### src/rtl/bridge_pkg.sv
// Shared encodings for the H-bridge start-up sequencer: FSM states, fixed gate
// patterns and the bit positions of the two bridge legs.
package bridge_pkg;

    typedef enum logic [2:0] {
        ST_IDLE      = 3'd0,
        ST_BOOT      = 3'd1,
        ST_PRECHARGE = 3'd2,
        ST_RUN       = 3'd3,
        ST_FAULT     = 3'd4
    } state_e;

    localparam logic [3:0] Q_OFF       = 4'b0000;
    localparam logic [3:0] Q_BOOT      = 4'b1100;
    localparam logic [3:0] Q_PRECHARGE = 4'b1001;

    // Leg A is M1 over M3, leg B is M2 over M4.
    localparam int unsigned LEG_A_HI = 0;
    localparam int unsigned LEG_A_LO = 2;
    localparam int unsigned LEG_B_HI = 1;
    localparam int unsigned LEG_B_LO = 3;

    function automatic logic shoot_through(input logic [3:0] gates);
        return (gates[LEG_A_HI] & gates[LEG_A_LO]) | (gates[LEG_B_HI] & gates[LEG_B_LO]);
    endfunction

endpackage

### src/rtl/bridge_startup_sequencer_dwell_timer.sv
// Clearable dwell counter with a terminal-count compare; shared by the BOOT and
// PRECHARGE phases, which supply their own terminal value.
module dwell_timer #(
    parameter int CNT_W = 16
) (
    input  logic             clk_i,
    input  logic             rst_i,
    input  logic             clr_i,
    input  logic             en_i,
    input  logic [CNT_W-1:0] term_i,
    output logic             done_o
);

    logic [CNT_W-1:0] cnt_q;

    // Count cycles spent in the current phase; clear has priority over count.
    always_ff @(posedge clk_i) begin
        if (rst_i) begin
            cnt_q <= '0;
        end else if (clr_i) begin
            cnt_q <= '0;
        end else if (en_i) begin
            cnt_q <= cnt_q + CNT_W'(1);
        end else begin
            cnt_q <= cnt_q;
        end
    end

    assign done_o = (cnt_q == term_i);

endmodule

### src/rtl/bridge_startup_sequencer.sv
// Cycle-exact start-up sequencer and shoot-through guard for the H-bridge gates.
// Optional macro BRIDGE_FAULT_COUNT_EN adds a saturating shoot-through event counter.
module bridge_startup_sequencer
    import bridge_pkg::*;
#(
    parameter int BOOT_CYCLES      = 1000,
    parameter int PRECHARGE_CYCLES = 1600,
    parameter int CNT_W            = 16
) (
    input  logic       i_clock,
    input  logic       i_RESET,
    input  logic       i_enable,
    input  logic [3:0] i_MOSFET,
    output logic [3:0] o_Q,
    output logic [2:0] o_state,
    output logic       o_ON,
    output logic       o_VG,
    output logic       o_fault,
    output logic [7:0] o_fault_cnt
);

    localparam logic [CNT_W-1:0] BOOT_TERM = CNT_W'(BOOT_CYCLES - 1);
    localparam logic [CNT_W-1:0] PRE_TERM  = CNT_W'(PRECHARGE_CYCLES - 1);

    state_e           state_q;
    logic [3:0]       q_q;
    logic             on_q;
    logic             vg_q;
    logic             fault_q;
    logic             st_s;
    logic             done_s;
    logic             tmr_en_s;
    logic             tmr_clr_s;
    logic [CNT_W-1:0] term_s;

    assign st_s = shoot_through(i_MOSFET);

    // Dwell timer control: count only while staying in a timed phase.
    always_comb begin
        term_s   = BOOT_TERM;
        tmr_en_s = 1'b0;
        case (state_q)
            ST_BOOT: begin
                term_s   = BOOT_TERM;
                tmr_en_s = i_enable & ~done_s;
            end
            ST_PRECHARGE: begin
                term_s   = PRE_TERM;
                tmr_en_s = i_enable & ~done_s;
            end
            default: begin
                term_s   = BOOT_TERM;
                tmr_en_s = 1'b0;
            end
        endcase
        tmr_clr_s = ~tmr_en_s;
    end

    dwell_timer #(
        .CNT_W (CNT_W)
    ) u_dwell_timer (
        .clk_i  (i_clock),
        .rst_i  (i_RESET),
        .clr_i  (tmr_clr_s),
        .en_i   (tmr_en_s),
        .term_i (term_s),
        .done_o (done_s)
    );

    // Sequencer FSM; outputs are registered against the next state.
    always_ff @(posedge i_clock) begin
        if (i_RESET) begin
            state_q <= ST_IDLE;
            q_q     <= Q_OFF;
            on_q    <= 1'b0;
            vg_q    <= 1'b0;
            fault_q <= 1'b0;
        end else begin
            state_q <= ST_IDLE;
            q_q     <= Q_OFF;
            on_q    <= 1'b0;
            vg_q    <= 1'b0;
            fault_q <= 1'b0;
            case (state_q)
                ST_IDLE: begin
                    if (i_enable) begin
                        state_q <= ST_BOOT;
                        q_q     <= Q_BOOT;
                    end else begin
                        state_q <= ST_IDLE;
                    end
                end
                ST_BOOT: begin
                    if (!i_enable) begin
                        state_q <= ST_IDLE;
                    end else if (done_s) begin
                        state_q <= ST_PRECHARGE;
                        q_q     <= Q_PRECHARGE;
                        on_q    <= 1'b1;
                    end else begin
                        state_q <= ST_BOOT;
                        q_q     <= Q_BOOT;
                    end
                end
                ST_PRECHARGE: begin
                    if (!i_enable) begin
                        state_q <= ST_IDLE;
                    end else if (done_s) begin
                        // First RUN pattern is sampled before the guard is active,
                        // so an illegal request is blanked rather than passed.
                        state_q <= ST_RUN;
                        q_q     <= st_s ? Q_OFF : i_MOSFET;
                        on_q    <= 1'b1;
                        vg_q    <= 1'b1;
                    end else begin
                        state_q <= ST_PRECHARGE;
                        q_q     <= Q_PRECHARGE;
                        on_q    <= 1'b1;
                    end
                end
                ST_RUN: begin
                    if (!i_enable) begin
                        state_q <= ST_IDLE;
                    end else if (st_s) begin
                        state_q <= ST_FAULT;
                        fault_q <= 1'b1;
                    end else begin
                        state_q <= ST_RUN;
                        q_q     <= i_MOSFET;
                        on_q    <= 1'b1;
                        vg_q    <= 1'b1;
                    end
                end
                ST_FAULT: begin
                    if (!i_enable) begin
                        state_q <= ST_IDLE;
                    end else begin
                        state_q <= ST_FAULT;
                        fault_q <= 1'b1;
                    end
                end
                default: begin
                    state_q <= ST_IDLE;
                end
            endcase
        end
    end

`ifdef BRIDGE_FAULT_COUNT_EN
    logic [7:0] fault_cnt_q;

    // Saturating count of RUN cycles presenting a shoot-through request.
    always_ff @(posedge i_clock) begin
        if (i_RESET) begin
            fault_cnt_q <= 8'd0;
        end else if ((state_q == ST_RUN) && st_s && (fault_cnt_q != 8'hFF)) begin
            fault_cnt_q <= fault_cnt_q + 8'd1;
        end else begin
            fault_cnt_q <= fault_cnt_q;
        end
    end

    assign o_fault_cnt = fault_cnt_q;
`else
    assign o_fault_cnt = 8'd0;
`endif

    assign o_Q     = q_q;
    assign o_state = state_q;
    assign o_ON    = on_q;
    assign o_VG    = vg_q;
    assign o_fault = fault_q;

endmodule

### config.mk
export PLATFORM = sky130hd
export DESIGN_NAME = bridge_startup_sequencer
export DESIGN_NICKNAME = d
export VERILOG_FILES = /design/src/rtl/bridge_pkg.sv /design/src/rtl/bridge_startup_sequencer_dwell_timer.sv /design/src/rtl/bridge_startup_sequencer.sv
export SDC_FILE = /design/constraint.sdc
export NUM_CORES = 1
export LEC_CHECK = 0
export BUFFER_PORTS_ARGS = -buffer_cell sky130_fd_sc_hd__buf_2
export CORE_UTILIZATION = 49
export CTS_CLUSTER_SIZE = 28
export DETAILED_ROUTE_END_ITERATION = 6
export PLACE_DENSITY = 0.71
export SETUP_SLACK_MARGIN = 0.2
export SYNTH_ARGS = -nofsm -noshare
export SYNTH_HDL_FRONTEND = slang
export SYNTH_SLANG_ARGS = --single-unit
### constraint.sdc
create_clock -name i_clock -period 1.7 [get_ports i_clock]
set_clock_uncertainty 0.05 [all_clocks]
set_input_delay 0.17 -clock i_clock [delete_from_list [all_inputs] [get_ports i_clock]]
set_output_delay 0.17 -clock i_clock [all_outputs]
set_load 0.02 [all_outputs]
Word-level counts from Yosys, hierarchy flattened
Cells that the tools add are included.

Bits in writable memories: 0. ROM bits: 0. Flip-flop bits (word level): 26. Bits in latches: 0. Input bits: 7. Output and inout bits: 18. Word-level logic and storage cells: 50. Memories kept: 0.

Div/mod/pow operators: 0. $mul: 0. Add/sub/neg operators: 1. $lt $le $gt $ge: 0. Bitwise gates (word level): 6. Reduce and logical (&&, ||, !) cells: 3. Shifts and indexed selects: 0. Equal/unequal tests: 5. Mux-type cells: 29.

Operators with widths (number): 4-bit 2-to-1 mux (6); 16-bit by 1-bit adder with 16-bit output (second input constant) (1); 16-bit by 11-bit equality test with 1-bit output (1); 4-bit case mux with 4 select lines (1); 3-bit case mux with 5 select lines (1); 3-bit 2-to-1 mux (4); 11-bit 2-to-1 mux (1); 1-bit 2-to-1 mux (10); 3-bit by 2-bit equality test with 1-bit output (second input constant) (2); 2-bit 2-to-1 mux (3); 1-bit case mux with 2 select lines (2); 2-bit OR reduction (2); 1-bit AND (3); 3-bit by 1-bit equality test with 1-bit output (second input constant) (1); 3-bit equality test (second input constant) (1); 3-bit logical NOT (1); 1-bit case mux with 3 select lines (1); 1-bit NOT (2); 1-bit bitwise OR (1).

Longest topological paths before layout
Word-level depth: 8. Gate-level depth with buffers: 6. Gate-level depth less buffers: 5.

By module
A second synthesis with hierarchy kept.

Cell total of the unflattened synthesis: 159. Area total of the unflattened synthesis: 1431.4 sq um.

Modules (own cells, without submodules): dwell_timer (times used 1, cells each 100, seq. area each 320.3 sq um, area an instance 904.6 sq um); bridge_startup_sequencer (times used 1, cells each 59, seq. area each 200.2 sq um, area an instance 526.8 sq um).

Worst setup path before layout
OpenSTA, ideal clock, no wires.

Kind: flip-flop to flip-flop. Start point: register u_dwell_timer.cnt_q[11]. End point: register q_q[0] (netlist: o_Q[0]). Data arrival time: 1530 ps. Buffers on the path: 0. Clock period less this slack: 1700 ps. Stages on the path, launching flop included: 5. Setup slack: 0 ps. Data required time: 1530 ps. Setup time: 120 ps. Cells stage by stage: dfxtp_1 > or4_4 > nor4_4 > nor4b_1 > o31a_1.

Longest elaborated chain between the ends: 4. Elaborated cells on any way between the ends: 6. Classes of those cells: eq/ne: 1; mux: 5.

RTL lines: start: declaration (RTL line bridge_startup_sequencer_dwell_timer.sv:14) `logic [CNT_W-1:0] cnt_q;`; start signal: assignment (RTL line bridge_startup_sequencer_dwell_timer.sv:23) `cnt_q <= cnt_q + CNT_W'(1);`; start signal: assignment (RTL line bridge_startup_sequencer_dwell_timer.sv:25) `cnt_q <= cnt_q;`; 16-bit by 11-bit equality test with 1-bit output (*) (RTL line bridge_startup_sequencer_dwell_timer.sv:29) `assign done_o = (cnt_q == term_i);`; 4-bit 2-to-1 mux / 3-bit 2-to-1 mux (equally long branches) (RTL line bridge_startup_sequencer.sv:108, bridge_startup_sequencer.sv:96); 4-bit 2-to-1 mux (on tied branches) (RTL line bridge_startup_sequencer.sv:106, bridge_startup_sequencer.sv:94); 4-bit case mux with 4 select lines (*) (RTL line bridge_startup_sequencer.sv:84) `case (state_q)`; end signal: assignment (RTL line bridge_startup_sequencer.sv:112) `q_q <= st_s ? Q_OFF : i_MOSFET;`; end signal: assignment (RTL line bridge_startup_sequencer.sv:129) `q_q <= i_MOSFET;`; end: declaration (RTL line bridge_startup_sequencer.sv:26) `logic [3:0] q_q;`.

Mark *: on every way between the ends. The rest lies on a longest branch, timed or not. A chain may end at the register's enable or synchronous reset.

Worst setup path in the final report
Start point: register u_dwell_timer.cnt_q[8]. End point: register u_dwell_timer.cnt_q[11].

Longest elaborated chain between the ends: 6. Elaborated cells on any way between the ends: 7. Classes of those cells: add/sub: 1; eq/ne: 1; mux: 1; bitwise: 3; reduce/logical: 1.

RTL lines: branches (longest 6 deep; another with 16-bit by 1-bit adder with 16-bit output).

Parallel ways; which one is timed is not known.

==> results.txt <==
Status - finished with violations
Failing checks - negative setup slack
Metal-1 WL - 1.35 mm
Post-synthesis adder-cell area fraction - 0.00916
Register-to-register setup slack - -9 ps
Largest net degree at the start of global routing - 17
Root buffer cell - clkbuf_4
Post-route ant nets - 0
Yosys top cell by area - dfxtp_1
Fin nets - 195
Placed inst area - 1550 sq um
Area occupied by multi-input gates - 792 sq um
Async S/R FF share, synth - 0
Worst skew pair latency - 320 ps
Hold Crit Start - i_MOSFET[1]
Post-layout util - 0.652
RSZ-0062 raised after global routing - yes
Reg-to-reg startpoint - u_dwell_timer.cnt_q[8]
PortBufs - 16
Setup violators final - 9
CP endpoint - u_dwell_timer.cnt_q[11]
Drt total wl - 2.88 mm
Core Area - 2540 sq um
Initial antenna violation count - 0
Synth Instances - 153
First-pass GRT wire length - 4.60 mm
Tot GR Track Use - 0.213
Design Area, Final - 1660 sq um
Yosys warning count - 0
Filler instances - 205
Largest family of logic cells by synthesized area - simple AND/OR/NAND/NOR gates
Clock slew at reported path FFs - 140 ps
Grt ovf - 0
Core Rows - 18
H-Tree Depth - 1
Max-capacitance violation count - 0
Synth cell types - 46
Share of the synthesized area in the top cell type - 0.381
Peak supply drop - 515 uV
Mux cell area share after synthesis - 0
Met2 WL - 1.41 mm
Max Slew Vio Count - 0
Crit Path Category - reg -> reg
Reg area - 526 sq um
Synth Area in XOR/XNOR - 0.0705
Minimum clock period - 1710 ps
Non-filler instance count after layout - 216
Part of the power in registers - 0.556
Critical Path Sink Type - register
Worst Setup SP - u_dwell_timer.cnt_q[8]
Synthesized area per cell - 8.93 sq um
Commonest cells in the netlist - dfxtp_1 (26), nor3_1 (15), buf_4 (9), nand2_1 (9), nor2_1 (9)
Critical Path Fanout Max - 9
Initial core utilization - 0.537
Vias - 1,218
Layout cells sized above 1 - 0.328
Area grow syn2layout - 21.5%
Fmax - 585 MHz
Required @ worst endpoint - 1870 ps
Wire per inst - 13.3 um
RD Place Congestion - 0.878
TritonRoute pass-1 iters - 4
Internal power - 0.000876 W
HPWL Detailed - 2.11 mm
Post-Syn Area - 1370 sq um
Switching power total - 0.000248 W
Met3 WL - 99 um
Sw Ratio - 0.221
EDFF count, synth - 0
Via count of the first global-routing pass - 1,074
Total CTS buffers - 3
Clk buf depth - 2
CTS sink cnt - 26
Synth Flop Type - dfxtp_1
Fin crit share - 1.01
Seq/Total Area, Yosys - 0.381
Worst setup margin - -9.19 ps
Leakage power - 0.700 nW
Hold_buf cts - 0
Startpoint types - register
Antenna Cells - 0
Highest Signal Layer - met4
WHS Path Cells - 3
Compound-Gate Fraction of Synth Area - 0.125
Combinational power share - 0.068
Fin. Hold Viols - 0
Inst Count DP - 208
PwrDens - 677 nW/um^2
Fin Setup TNS - -42.8 ps
Clock share of power - 0.376
Worst endpoint data arrival time - 1880 ps
Top Ports - 25
Post-synthesis simple-gate area fraction - 0.327
Reg2Reg Capture Point - u_dwell_timer.cnt_q[11]
Worst R2R Path Depth - 5
Die width - 54.8 um
Hold Path Class - in -> reg
Drt drc - 0
DR iter-0 viols - 51
Vert. Die Dim - 54.8 um
Post-synthesis register bit count - 26
Top cells by area, synth - dfxtp_1 (38%), nor3_1 (5.5%), buf_4 (4.9%), xor2_1 (3.8%), xnor2_1 (3.2%)
CTS tree - built
Die area - 3000 sq um
Avg Vias per Cell - 5.64
Most frequent cell after synthesis - dfxtp_1
[layer usage]
layer | up-vias | track usage
li1 | 612 | -
met4 | 0 | 0.0769
met5 | - | 0
met3 | 2 | 0.0250
met2 | 28 | 0.345
met1 | 576 | 0.286
[worst max-delay path: stages, from the launching register on]
cell	delay (ps)
dfxtp_2	350
or4b_4	550
nor4_1	210
o21a_2	210
buf_4	180
nor3_1	60
[registers in the layout (all words and copies together), names as in the netlist]
register             cells
o_Q                      4
o_VG                     1
o_state                  3
o_ON                     1
u_dwell_timer.cnt_q     16
o_fault                  1
[worst min path at each step]
| stage | endpoint | slack [ps] |
|---|---|---|
| floorplan | o_Q[1] | 250 |
| global placement | u_dwell_timer.cnt_q[0] | 380 |
| detailed placement | u_dwell_timer.cnt_q[0] | 390 |
| CTS | o_Q[1] | 20 |
| global route | o_Q[1] | 40 |
| finish | o_Q[1] | 40 |
[repair_timing]
action | CTS | global route
hold endpoints to repair | 0 | 0
resized for setup | 5 | 6
setup buffers | 2 | 2
pin swaps | 2 | 3
endpoints found under the setup margin | 23 | 25
[cell type report]
class / count / share of cell area
well taps: 30 / 0.0226
repair buffers: 37 / 0.145
clock inverters: 1 / 0.0181
flip-flops and latches: 26 / 0.317
multi-input cells: 116 / 0.477
clock buffers: 3 / 0.0136
inverters: 3 / 0.00678
[power by group through the flow]
stage	clock network [W]	logic [W]	registers (W)
4_1_cts	0.000438	0.0000717	0.000624
3_3_place_gp	0	0.0000702	0.000637
2_1_floorplan	0	0.0000638	0.000638
3_5_place_dp	0	0.0000712	0.000637
6_report	0.000423	0.0000767	0.000625
5_1_grt	0.000447	0.0000841	0.000626
[placed cells by master, fill, tap and decap left out, types with 2 or more instances in the layout]
cell type / Yosys / final
inv_1: 3 / 3
or3_1: 2 / 2
o31ai_1: 3 / 3
nor3b_1: 2 / 2
dfxtp_1: 26 / 22
buf_4: 9 / 20
dfxtp_2: 0 / 4
clkbuf_4: 0 / 3
nand4_1: 3 / 3
nor2_1: 9 / 8
and3b_1: 3 / 3
and3_1: 4 / 3
a211oi_1: 5 / 5
o211a_1: 3 / 3
or4_1: 2 / 2
conb_1: 1 / 8
buf_2: 3 / 16
o21ai_1: 0 / 2
o21ai_0: 5 / 3
nand2_1: 9 / 8
nand2b_1: 2 / 2
nand3_1: 8 / 7
xor2_1: 6 / 6
nor4_1: 2 / 2
nor3_1: 15 / 14
xnor2_1: 5 / 5
[stage by stage]
| step | setup slack, ps | hold WS [ps] | total power, W |
|---|---|---|---|
| 2_1_floorplan | 9.62 | 252 | 0.000701 |
| 3_3_place_gp | 17.2 | 382 | 0.000707 |
| 3_5_place_dp | 0.344 | 389 | 0.000708 |
| 4_1_cts | -12.5 | 24.0 | 0.00113 |
| 5_1_grt | -106 | 35.0 | 0.00116 |
| 6_report | -9.19 | 44.5 | 0.00112 |
[cell families after synthesis]
kind of cell,after synthesis
simple gates,73
flops,26
compound gates,23
buf+inv,18
xor+xnor,11
fa+ha+maj,1
other cells,1
Power figures use the tool's default switching activity.
